`src/rtl/reg_file_ext.sv`:
```
// reg_file_ext: 3R1W register file with I2C byte port, status injection and committed PWM mirror; REG_FILE_BYPASS_EN enables write forwarding
module reg_file_ext #(
  parameter int DATA_W   = 16,
  parameter int ADDR_W   = 4,
  parameter int PWM_BASE = 8,
  parameter int PWM_CH   = 8,
  parameter int I2C_REG  = 6,
  parameter int STS_LSB  = 9,
  parameter int BSEL_W   = $clog2(DATA_W/8)
) (
  input  logic                     clk,
  input  logic                     rst_n,
  input  logic                     wr_en,
  input  logic [ADDR_W-1:0]        wr_addr,
  input  logic [DATA_W-1:0]        wr_data,
  input  logic [ADDR_W-1:0]        rd_addr_a,
  input  logic [ADDR_W-1:0]        rd_addr_b,
  input  logic [ADDR_W-1:0]        rd_addr_c,
  output logic [DATA_W-1:0]        rd_a,
  output logic [DATA_W-1:0]        rd_b,
  output logic [DATA_W-1:0]        rd_c,
  input  logic                     i2c_req,
  input  logic                     i2c_we,
  input  logic [ADDR_W-1:0]        i2c_reg,
  input  logic [BSEL_W-1:0]        i2c_bsel,
  input  logic [7:0]               i2c_wdata,
  output logic [7:0]               i2c_rdata,
  output logic                     i2c_ack,
  input  logic                     i2c_sts_we,
  input  logic [1:0]               i2c_sts,
  output logic [8:0]               i2c_addr,
  input  logic                     pwm_commit,
  output logic [PWM_CH*DATA_W-1:0] pwm_bus,
  output logic                     pwm_updated
);
  localparam int DEPTH = 2**ADDR_W;
`ifdef REG_FILE_BYPASS_EN
  localparam bit BYP = 1'b1;
`else
  localparam bit BYP = 1'b0;
`endif
  typedef enum logic [1:0] {IDLE, ACCESS, ACK} state_t;
  state_t state, state_nx;
  logic [DATA_W-1:0] regs [DEPTH];
  logic              l_we;
  logic [ADDR_W-1:0] l_reg;
  logic [BSEL_W-1:0] l_bsel;
  logic [7:0]        l_wdata;
  logic [BSEL_W+2:0] l_off;
  assign l_off = {l_bsel, 3'b000};
  assign rd_a = (BYP && wr_en && rd_addr_a == wr_addr && |rd_addr_a) ? wr_data : regs[rd_addr_a];
  assign rd_b = (BYP && wr_en && rd_addr_b == wr_addr && |rd_addr_b) ? wr_data : regs[rd_addr_b];
  assign rd_c = (BYP && wr_en && rd_addr_c == wr_addr && |rd_addr_c) ? wr_data : regs[rd_addr_c];
  assign i2c_addr = regs[I2C_REG][8:0];
  assign i2c_ack  = (state == ACK);
  always_comb begin
    state_nx = state;
    state_nx = (state == IDLE)   ? (i2c_req ? ACCESS : IDLE) :
               (state == ACCESS) ? ACK :
               (i2c_req ? ACK : IDLE);
  end
  always_ff @(posedge clk or negedge rst_n)
    if (!rst_n) state <= IDLE;
    else        state <= state_nx;
  always_ff @(posedge clk or negedge rst_n)
    if (!rst_n) begin
      l_we      <= 1'b0;
      l_reg     <= '0;
      l_bsel    <= '0;
      l_wdata   <= '0;
      i2c_rdata <= '0;
    end else begin
      if (state == IDLE && i2c_req) begin
        l_we    <= i2c_we;
        l_reg   <= i2c_reg;
        l_bsel  <= i2c_bsel;
        l_wdata <= i2c_wdata;
      end
      if (state == ACCESS && !l_we) i2c_rdata <= regs[l_reg][l_off +: 8];
    end
  // later non-blocking writes override earlier ones: I2C byte < core word < status bits
  always_ff @(posedge clk or negedge rst_n)
    if (!rst_n) begin
      for (int i = 0; i < DEPTH; i++) regs[i] <= '0;
    end else begin
      if (state == ACCESS && l_we && |l_reg) regs[l_reg][l_off +: 8] <= l_wdata;
      if (wr_en && |wr_addr) regs[wr_addr] <= wr_data;
      if (i2c_sts_we && I2C_REG != 0) regs[I2C_REG][STS_LSB +: 2] <= i2c_sts;
    end
  always_ff @(posedge clk or negedge rst_n)
    if (!rst_n) pwm_updated <= 1'b0;
    else        pwm_updated <= pwm_commit;
  for (genvar k = 0; k < PWM_CH; k++) begin : g_pwm
    logic [DATA_W-1:0] shadow;
    always_ff @(posedge clk or negedge rst_n)
      if (!rst_n)          shadow <= '0;
      else if (pwm_commit) shadow <= regs[PWM_BASE + k];
    assign pwm_bus[k*DATA_W +: DATA_W] = shadow;
  end
endmodule

```
`config.mk`:
```
export PLATFORM = sky130hd
export DESIGN_NAME = reg_file_ext
export DESIGN_NICKNAME = d
export VERILOG_FILES = /design/src/rtl/reg_file_ext.sv
export SDC_FILE = /design/constraint.sdc
export NUM_CORES = 1
export LEC_CHECK = 0
export CORE_AREA = 4 4 214 216
export CTS_CLUSTER_DIAMETER = 200
export DETAILED_ROUTE_END_ITERATION = 7
export DIE_AREA = 0 0 218 220
export PLACE_DENSITY_LB_ADDON = 0.1
export SYNTH_ARGS = -nofsm -noshare
export SYNTH_HDL_FRONTEND = slang
export SYNTH_SLANG_ARGS = --single-unit
```
`constraint.sdc`:
```
create_clock -name clk -period 2.6 [get_ports clk]
set_input_delay 0.26 -clock clk [delete_from_list [all_inputs] [get_ports clk]]
set_output_delay 0.26 -clock clk [all_outputs]
set_load 0.02 [all_outputs]
```
==> flow_metrics.tcl, run 1 <==
set metrics [dict create \
    ir_drop_mv 0.852 \
    p_switching_w 0.0146 \
    yosysSeqAreaShare 0.400 \
    synth_seq_cells 409 \
    maxCapViolCount 1 \
    layout-drive-gt1-share 0.393 \
    worst_pin_slew_ps 1500 \
    cp.required_ps 2340 \
    synth_nets 2077 \
    drcViolationCount 0 \
    fp.dieH_um 220 \
    clock_tree.buffer_depth 3 \
    ys.flop_type "dfrtp_1" \
    yosysUniqueCellTypes 45 \
    route.vias.total 21000 \
    utilization 0.721 \
    dpl.hpwl_um 70100 \
    p_comb_frac 0.456 \
    tritoncts "yes" \
    nets 2396 \
    critical_path.cell_chain "mux4_2 > mux4_2 > clkdlybuf4s15_2" \
    grt_overflow_total 0 \
    drtAntennaViolNets 0 \
    grt_pass1_wl_um 142000 \
    seqPwrFrac 0.348 \
    core_mm2 0.0439 \
    p_clk_frac 0.196 \
    final_cell_count_no_fill 2972 \
    io_buffers 248 \
    core.rowCount 77 \
    critPathMaxStageDelay_ps 520 \
    worst_clock_skew_ps 10.3 \
    placed_cells 2843 \
    drt_wl_total_um 96600 \
    io_pins 249 \
    violations "max-capacitance violations, max-slew violations" \
    path_common_cell "mux4_2" \
    clk_latency_ps 610 \
    slew_headroom -0.00443 \
    leakage_nw 13.1 \
    fp.dieW_um 218 \
    routedWlPerCell_um 32.5 \
    syn_area_mm2 0.0256 \
    drt-initial-drc-count 3000 \
    synth_edf_count 0 \
    crit_type "reg2out" \
    fmax_mhz 387 \
    ys_warn_count 0 \
    via_per_inst 7.05 \
    arrival_ps 2330 \
    largest-register "regs" \
    clk_pin_slew_ps 60 \
    fin_crit_sh 0.995 \
    p_per_area_mw_per_mm2 1130 \
    hold_violations 0 \
    setup_violations 0 \
    synthArstFlopShare 1.00 \
    largest_reg_flops 247 \
    slew_viol_final 14 \
    netlist_instances 2023 \
    cts-root-buf "clkbuf_16" \
    min_period_ps 2590 \
    grt_start_max_net_pins 66 \
    status "finished with violations" \
    ctsHtreeMaxLevel 2 \
    setup.worst_path.start_class "flip-flop" \
    switching_share 0.410 \
    crit_slowest_cell "mux4_2" \
    syn_to_final_growth_pct 23.8 \
    path_max_fanout 5 \
    die_area_mm2 0.0480 \
    dr.pass1.iters 5 \
    rsz0062_at_grt "false" \
    holdCritPathClass "in2reg" \
    gp_congestion 1.03 \
    cts_buffers 47 \
    grt_pass1_vias 20300 \
    end_kind "output port" \
    internal_power_w 0.0210 \
    antenna_found_initial 0 \
    start_util 0.582 \
    grt_usage 0.404 \
    syn_avg_cell_area_um2 12.6 \
    holdWs_ps 48.2 \
    cts.sinks 409 \
]
-- what timing repair did --
| action | in CTS | in global routing |
|---|---|---|
| endpoints found under the hold margin | 53 | 0 |
| hold buffers | 1 | 0 |
| setup endpoints to repair | 50 | 15 |
| setup buffers | 35 | 6 |
| resized for setup | 269 | 20 |
-- critical path, delay by kind of cell, from the launching register on --
family | cells | cell delay [ps]
multiplexers | 2 | 1000
flip-flops | 1 | 450
buffers and inverters | 1 | 270
-- through the flow --
stage | worst slack (ps) | power, W | TNS (ps) | cell area, µm²
after CTS | 0.222 | 0.0350 | 0 | 31700
after global placement | -93.9 | 0.0272 | -93.9 | 29800
final | 12.9 | 0.0357 | 0 | 31700
after detailed placement | -137 | 0.0276 | -144 | 29800
after global routing | 0.0417 | 0.0367 | 0 | 31700
after floorplan | 505 | 0.0200 | 0 | 25600
-- synth_stat cells, types with 4 or more instances --
cell,instances,share of area
buf_2,43,0.0084
buf_6,4,0.0018
nand3_2,10,0.0039
mux4_1,7,0.0072
and2_1,9,0.0022
nor3_4,8,0.0051
o21ai_0,70,0.014
nand2b_1,7,0.0017
o21ai_1,11,0.0022
mux4_2,265,0.23
clkbuf_1,142,0.021
mux2i_1,304,0.12
buf_1,11,0.0016
a2111oi_1,5,0.0020
nand3b_1,8,0.0023
a211oi_1,8,0.0023
nand2_1,97,0.014
a21oi_1,169,0.033
dfrtp_1,409,0.40
nor2b_1,23,0.0056
mux2_2,150,0.066
o22ai_1,24,0.0059
nor3_1,8,0.0016
nand3_1,4,0.00078
o211ai_1,8,0.0023
nor2_1,170,0.025
buf_4,17,0.0050
-- path summary, 6_finish.rpt --
path / from / slack [ps] / end / depth (start not counted)
min: pwm_commit / 50 / pwm_updated$_DFF_PN0_ / 1
min in group asynchronous: rst_n / 240 / regs[210]$_DFF_PN0_ / 2
min reg2reg: regs[246]$_DFF_PN0_ / 440 / regs[246]$_DFF_PN0_ / 0
max in group asynchronous: rst_n / 1490 / regs[75]$_DFF_PN0_ / 3
max reg2reg: l_reg[1]$_DFFE_PN0P_ / 100 / i2c_rdata[5]$_DFFE_PN0P_ / 6
max: regs[154]$_DFF_PN0_ / 10 / rd_b[10] / 3
-- area by class of cell --
type | instances | area [µm²]
Antenna cell | 1 | 2.50
Clock buffer | 64 | 1360
Clock inverter | 22 | 270
Fill cell | 3023 | 12300
Inverter | 1 | 3.75
Multi-Input combinational cell | 1395 | 14400
Sequential cell | 409 | 10400
Tap cell | 592 | 741
Timing Repair Buffer | 488 | 4520
-- power by group through the flow --
stage | registers, W | logic (W) | clock network [W]
3_3_place_gp | 0.0120 | 0.0152 | 0
4_1_cts | 0.0120 | 0.0159 | 0.00704
3_5_place_dp | 0.0122 | 0.0155 | 0
6_report | 0.0124 | 0.0163 | 0.00701
5_1_grt | 0.0125 | 0.0170 | 0.00731
2_1_floorplan | 0.0115 | 0.00855 | 0
-- logic make-up (layout without fill, tap and decap cells) --
logic type / count (synthesis) / in the layout / share of synthesized area
mux: 726 / 726 / 0.426
flops: 409 / 409 / 0.400
simple gates: 369 / 369 / 0.0726
compound gates: 300 / 300 / 0.0631
buf+inv: 219 / 575 / 0.0385
other cells: 0 / 1 / 0
-- cells in the final DEF, fill, tap and decap left out, types with 3 or more instances in the layout --
cell type        Yosys  routed
buf_2               43      43
clkdlybuf4s50_1      0     192
nand3b_1             8       8
nand2_1             97      97
dfrtp_1            409     302
a2111oi_1            5       5
mux4_1               7       7
o21ai_0             70      70
a2111oi_0            3       3
nand3_1              4       4
a21oi_1            169     169
or3_1                3       3
buf_12               1      36
clkbuf_1           142       6
nor3_1               8       8
nor3_4               8       8
nor2b_1             23      22
bufinv_16            0       4
o211ai_1             8       8
dfrtp_2              0     106
clkinv_2             0      10
nor4_4               3       3
nand3_2             10      10
o21ai_1             11      11
and2_1               9       9
mux4_2             265     265
mux2i_1            304     304
clkbuf_16            0      48
nor2_1             170     168
clkdlybuf4s15_2      0       7
mux2_2             150     150
nand2b_1             7       7
buf_4               17     206
clkbuf_8             0      10
nor3b_2              2       4
o22ai_1             24      24
a211oi_1             8       8
-- per-layer routing --
metal,up-vias,global-route usage,part of all wire
li1,8338,-,-
met1,10600,0.592,0.39
met2,1818,0.529,0.40
met3,217,0.196,0.18
met4,0,0.134,0.036
met5,-,0,0
Power figures use the tool's default switching activity.
==> inputs of run 2 (changes only) <==
SLEW_MARGIN = 0   (was not set)
==> results of run 2 <==
No change in the layout: final DEF, timing and power equal those of run 1.
==> inputs of run 3 (changes only) <==
SLEW_MARGIN = 5   (was 0)
==> flow_metrics.tcl, run 3 (same netlist as run 1, synthesis figures left out) <==
set metrics [dict create \
    n_fill_cell 3020 \
    drt_wl_total_um 96500 \
    cp.required_ps 2340 \
    slew_viol_final 0 \
    via_per_inst 7.05 \
    clk_pin_slew_ps 60 \
    leakage_nw 13.1 \
    reg2reg_from "l_reg[1]$_DFFE_PN0P_" \
    grt_usage 0.404 \
    p_per_area_mw_per_mm2 1130 \
    register_area_mm2 0.0104 \
    switching_share 0.410 \
    r2r_setup_slack_ps 130 \
    grt_util_met3 0.196 \
    core.rowCount 77 \
    clock_tree.buffer_depth 3 \
    path_common_cell "mux4_2" \
    die_area_mm2 0.0480 \
    status "finished clean" \
    start_util 0.582 \
    rr_worst_depth 6 \
    dpl_cell_area_mm2 0.0298 \
    grt_pass1_wl_um 142000 \
    routedWlPerCell_um 32.5 \
    drt-initial-drc-count 3003 \
    seqPwrFrac 0.348 \
    end_kind "output port" \
    drtAntennaViolNets 0 \
    layout_setup_ws_ps 10.6 \
    nets 2396 \
    grt_pass1_vias 20300 \
    worst_clock_skew_ps 10.2 \
    worstHoldStart "pwm_commit" \
    layout_commonest_cell "mux2i_1" \
    mostFrequentLayoutCells "mux2i_1 (304), dfrtp_1 (302), mux4_2 (265)" \
    critPathBufInv 1 \
    syn_to_final_growth_pct 23.8 \
    cts_buffers 47 \
    fp.dieW_um 218 \
    ctsHtreeMaxLevel 2 \
    rsz0062_at_grt "false" \
    dr.pass1.iters 5 \
    cts-root-buf "clkbuf_16" \
    clk_latency_ps 600 \
    worst_pin_slew_ps 1420 \
    largest_reg_flops 247 \
    core_mm2 0.0439 \
    p_comb_frac 0.456 \
    p_clk_frac 0.196 \
    io_buffers 248 \
    internal_power_w 0.0211 \
    path_max_fanout 5 \
    multiInputGateArea_mm2 0.0144 \
    critPathMaxStageDelay_ps 520 \
    setup_violations 0 \
    crit_type "reg2out" \
    min_period_ps 2590 \
    ir_drop_mv 0.852 \
    fmax_mhz 386 \
    grt-busiest-layer "met1" \
    p_switching_w 0.0146 \
    fp.dieH_um 220 \
    holdCritPathClass "in2reg" \
    final_cell_area_mm2 0.0317 \
    grt_start_max_net_pins 66 \
    route.vias.total 20900 \
    fin_crit_sh 0.996 \
    slew_headroom 0.0522 \
    io_pins 249 \
    r2r-end "i2c_rdata[5]$_DFFE_PN0P_" \
    antenna_found_initial 0 \
    crit_slowest_cell "mux4_2" \
    dpl.hpwl_um 70100 \
    holdPathStages 1 \
    layout-drive-gt1-share 0.393 \
    place_ws_ps -137 \
    tritoncts "yes" \
    drcViolationCount 0 \
    use_met2 0.529 \
    maxCapViolCount 0 \
    critical_path.top_delay_family "multiplexers" \
    critical_path.cell_chain "mux4_2 > mux4_2 > clkdlybuf4s15_2" \
    arrival_ps 2330 \
    hold_violations 0 \
    met1_usage 0.592 \
    largest-register "regs" \
    grt_overflow_total 0 \
    cts.sinks 409 \
    setup.worst_path.start_class "flip-flop" \
    gp_congestion 1.03 \
    holdWs_ps 50.7 \
    min_to "pwm_updated$_DFF_PN0_" \
]
## run 3: area by class of cell
class | instances | area share
clock buffers | 64 | 0.0430
clock inverters | 22 | 0.00853
inverters | 1 | 0.000119
well taps | 592 | 0.0234
multi-input cells | 1395 | 0.455
diodes | 1 | 0.0000790
flip-flops and latches | 409 | 0.328
repair buffers | 488 | 0.143
## run 3: power by group through the flow
stage	Clock (W)	Sequential [W]	Combinational, W
after detailed placement	0	0.0122	0.0155
final	0.00700	0.0124	0.0162
after CTS	0.00704	0.0120	0.0159
after global placement	0	0.0120	0.0152
after floorplan	0	0.0115	0.00855
after global routing	0.00731	0.0125	0.0170
## run 3: metrics by stage
step	TNS, ps	std cells	util	power [W]
6_report	0	2972	0.721	0.0357
2_1_floorplan	0	2023	-	0.0200
3_3_place_gp	-93.9	2843	0.677	0.0272
4_1_cts	0	2965	0.721	0.0350
3_5_place_dp	-144	2843	0.677	0.0276
5_1_grt	0	2971	0.721	0.0368
## run 3: per-layer routing
layer | wire length [µm] | part of all wire
met1 | 37200 | 0.39
met2 | 38600 | 0.40
met3 | 17200 | 0.18
met4 | 3580 | 0.037
met5 | 0 | 0
## run 3: worst max path at each step
stage | startpoint | endpoint | slack, ps | cells past startpoint
2_1_floorplan | rd_addr_a[0] | rd_a[0] | 500 | 4
3_3_place_gp | l_reg[1]$_DFFE_PN0P_ | i2c_rdata[1]$_DFFE_PN0P_ | -90 | 6
3_5_place_dp | l_reg[1]$_DFFE_PN0P_ | i2c_rdata[1]$_DFFE_PN0P_ | -140 | 6
4_1_cts | regs[204]$_DFF_PN0_ | rd_a[12] | 0.2 | 3
5_1_grt | regs[154]$_DFF_PN0_ | rd_b[10] | 0.04 | 3
6_report | regs[154]$_DFF_PN0_ | rd_b[10] | 10 | 3
## run 3: repair_timing
item / CTS / global route
cloned: 0 / 0
endpoints found under the setup margin: 50 / 15
hold buffers: 1 / 0
pin swaps: 0 / 0
resized for setup: 269 / 20
buffers inserted: 35 / 6
endpoints found under the hold margin: 53 / 0
## run 3: worst reg2reg max path, cell delays in order, from the launching register on
cell and delay [ps]:
dfrtp_4 510, buf_12 170, mux4_1 580, mux2_2 330, a2111oi_1 520, buf_4 200
a211oi_1 40
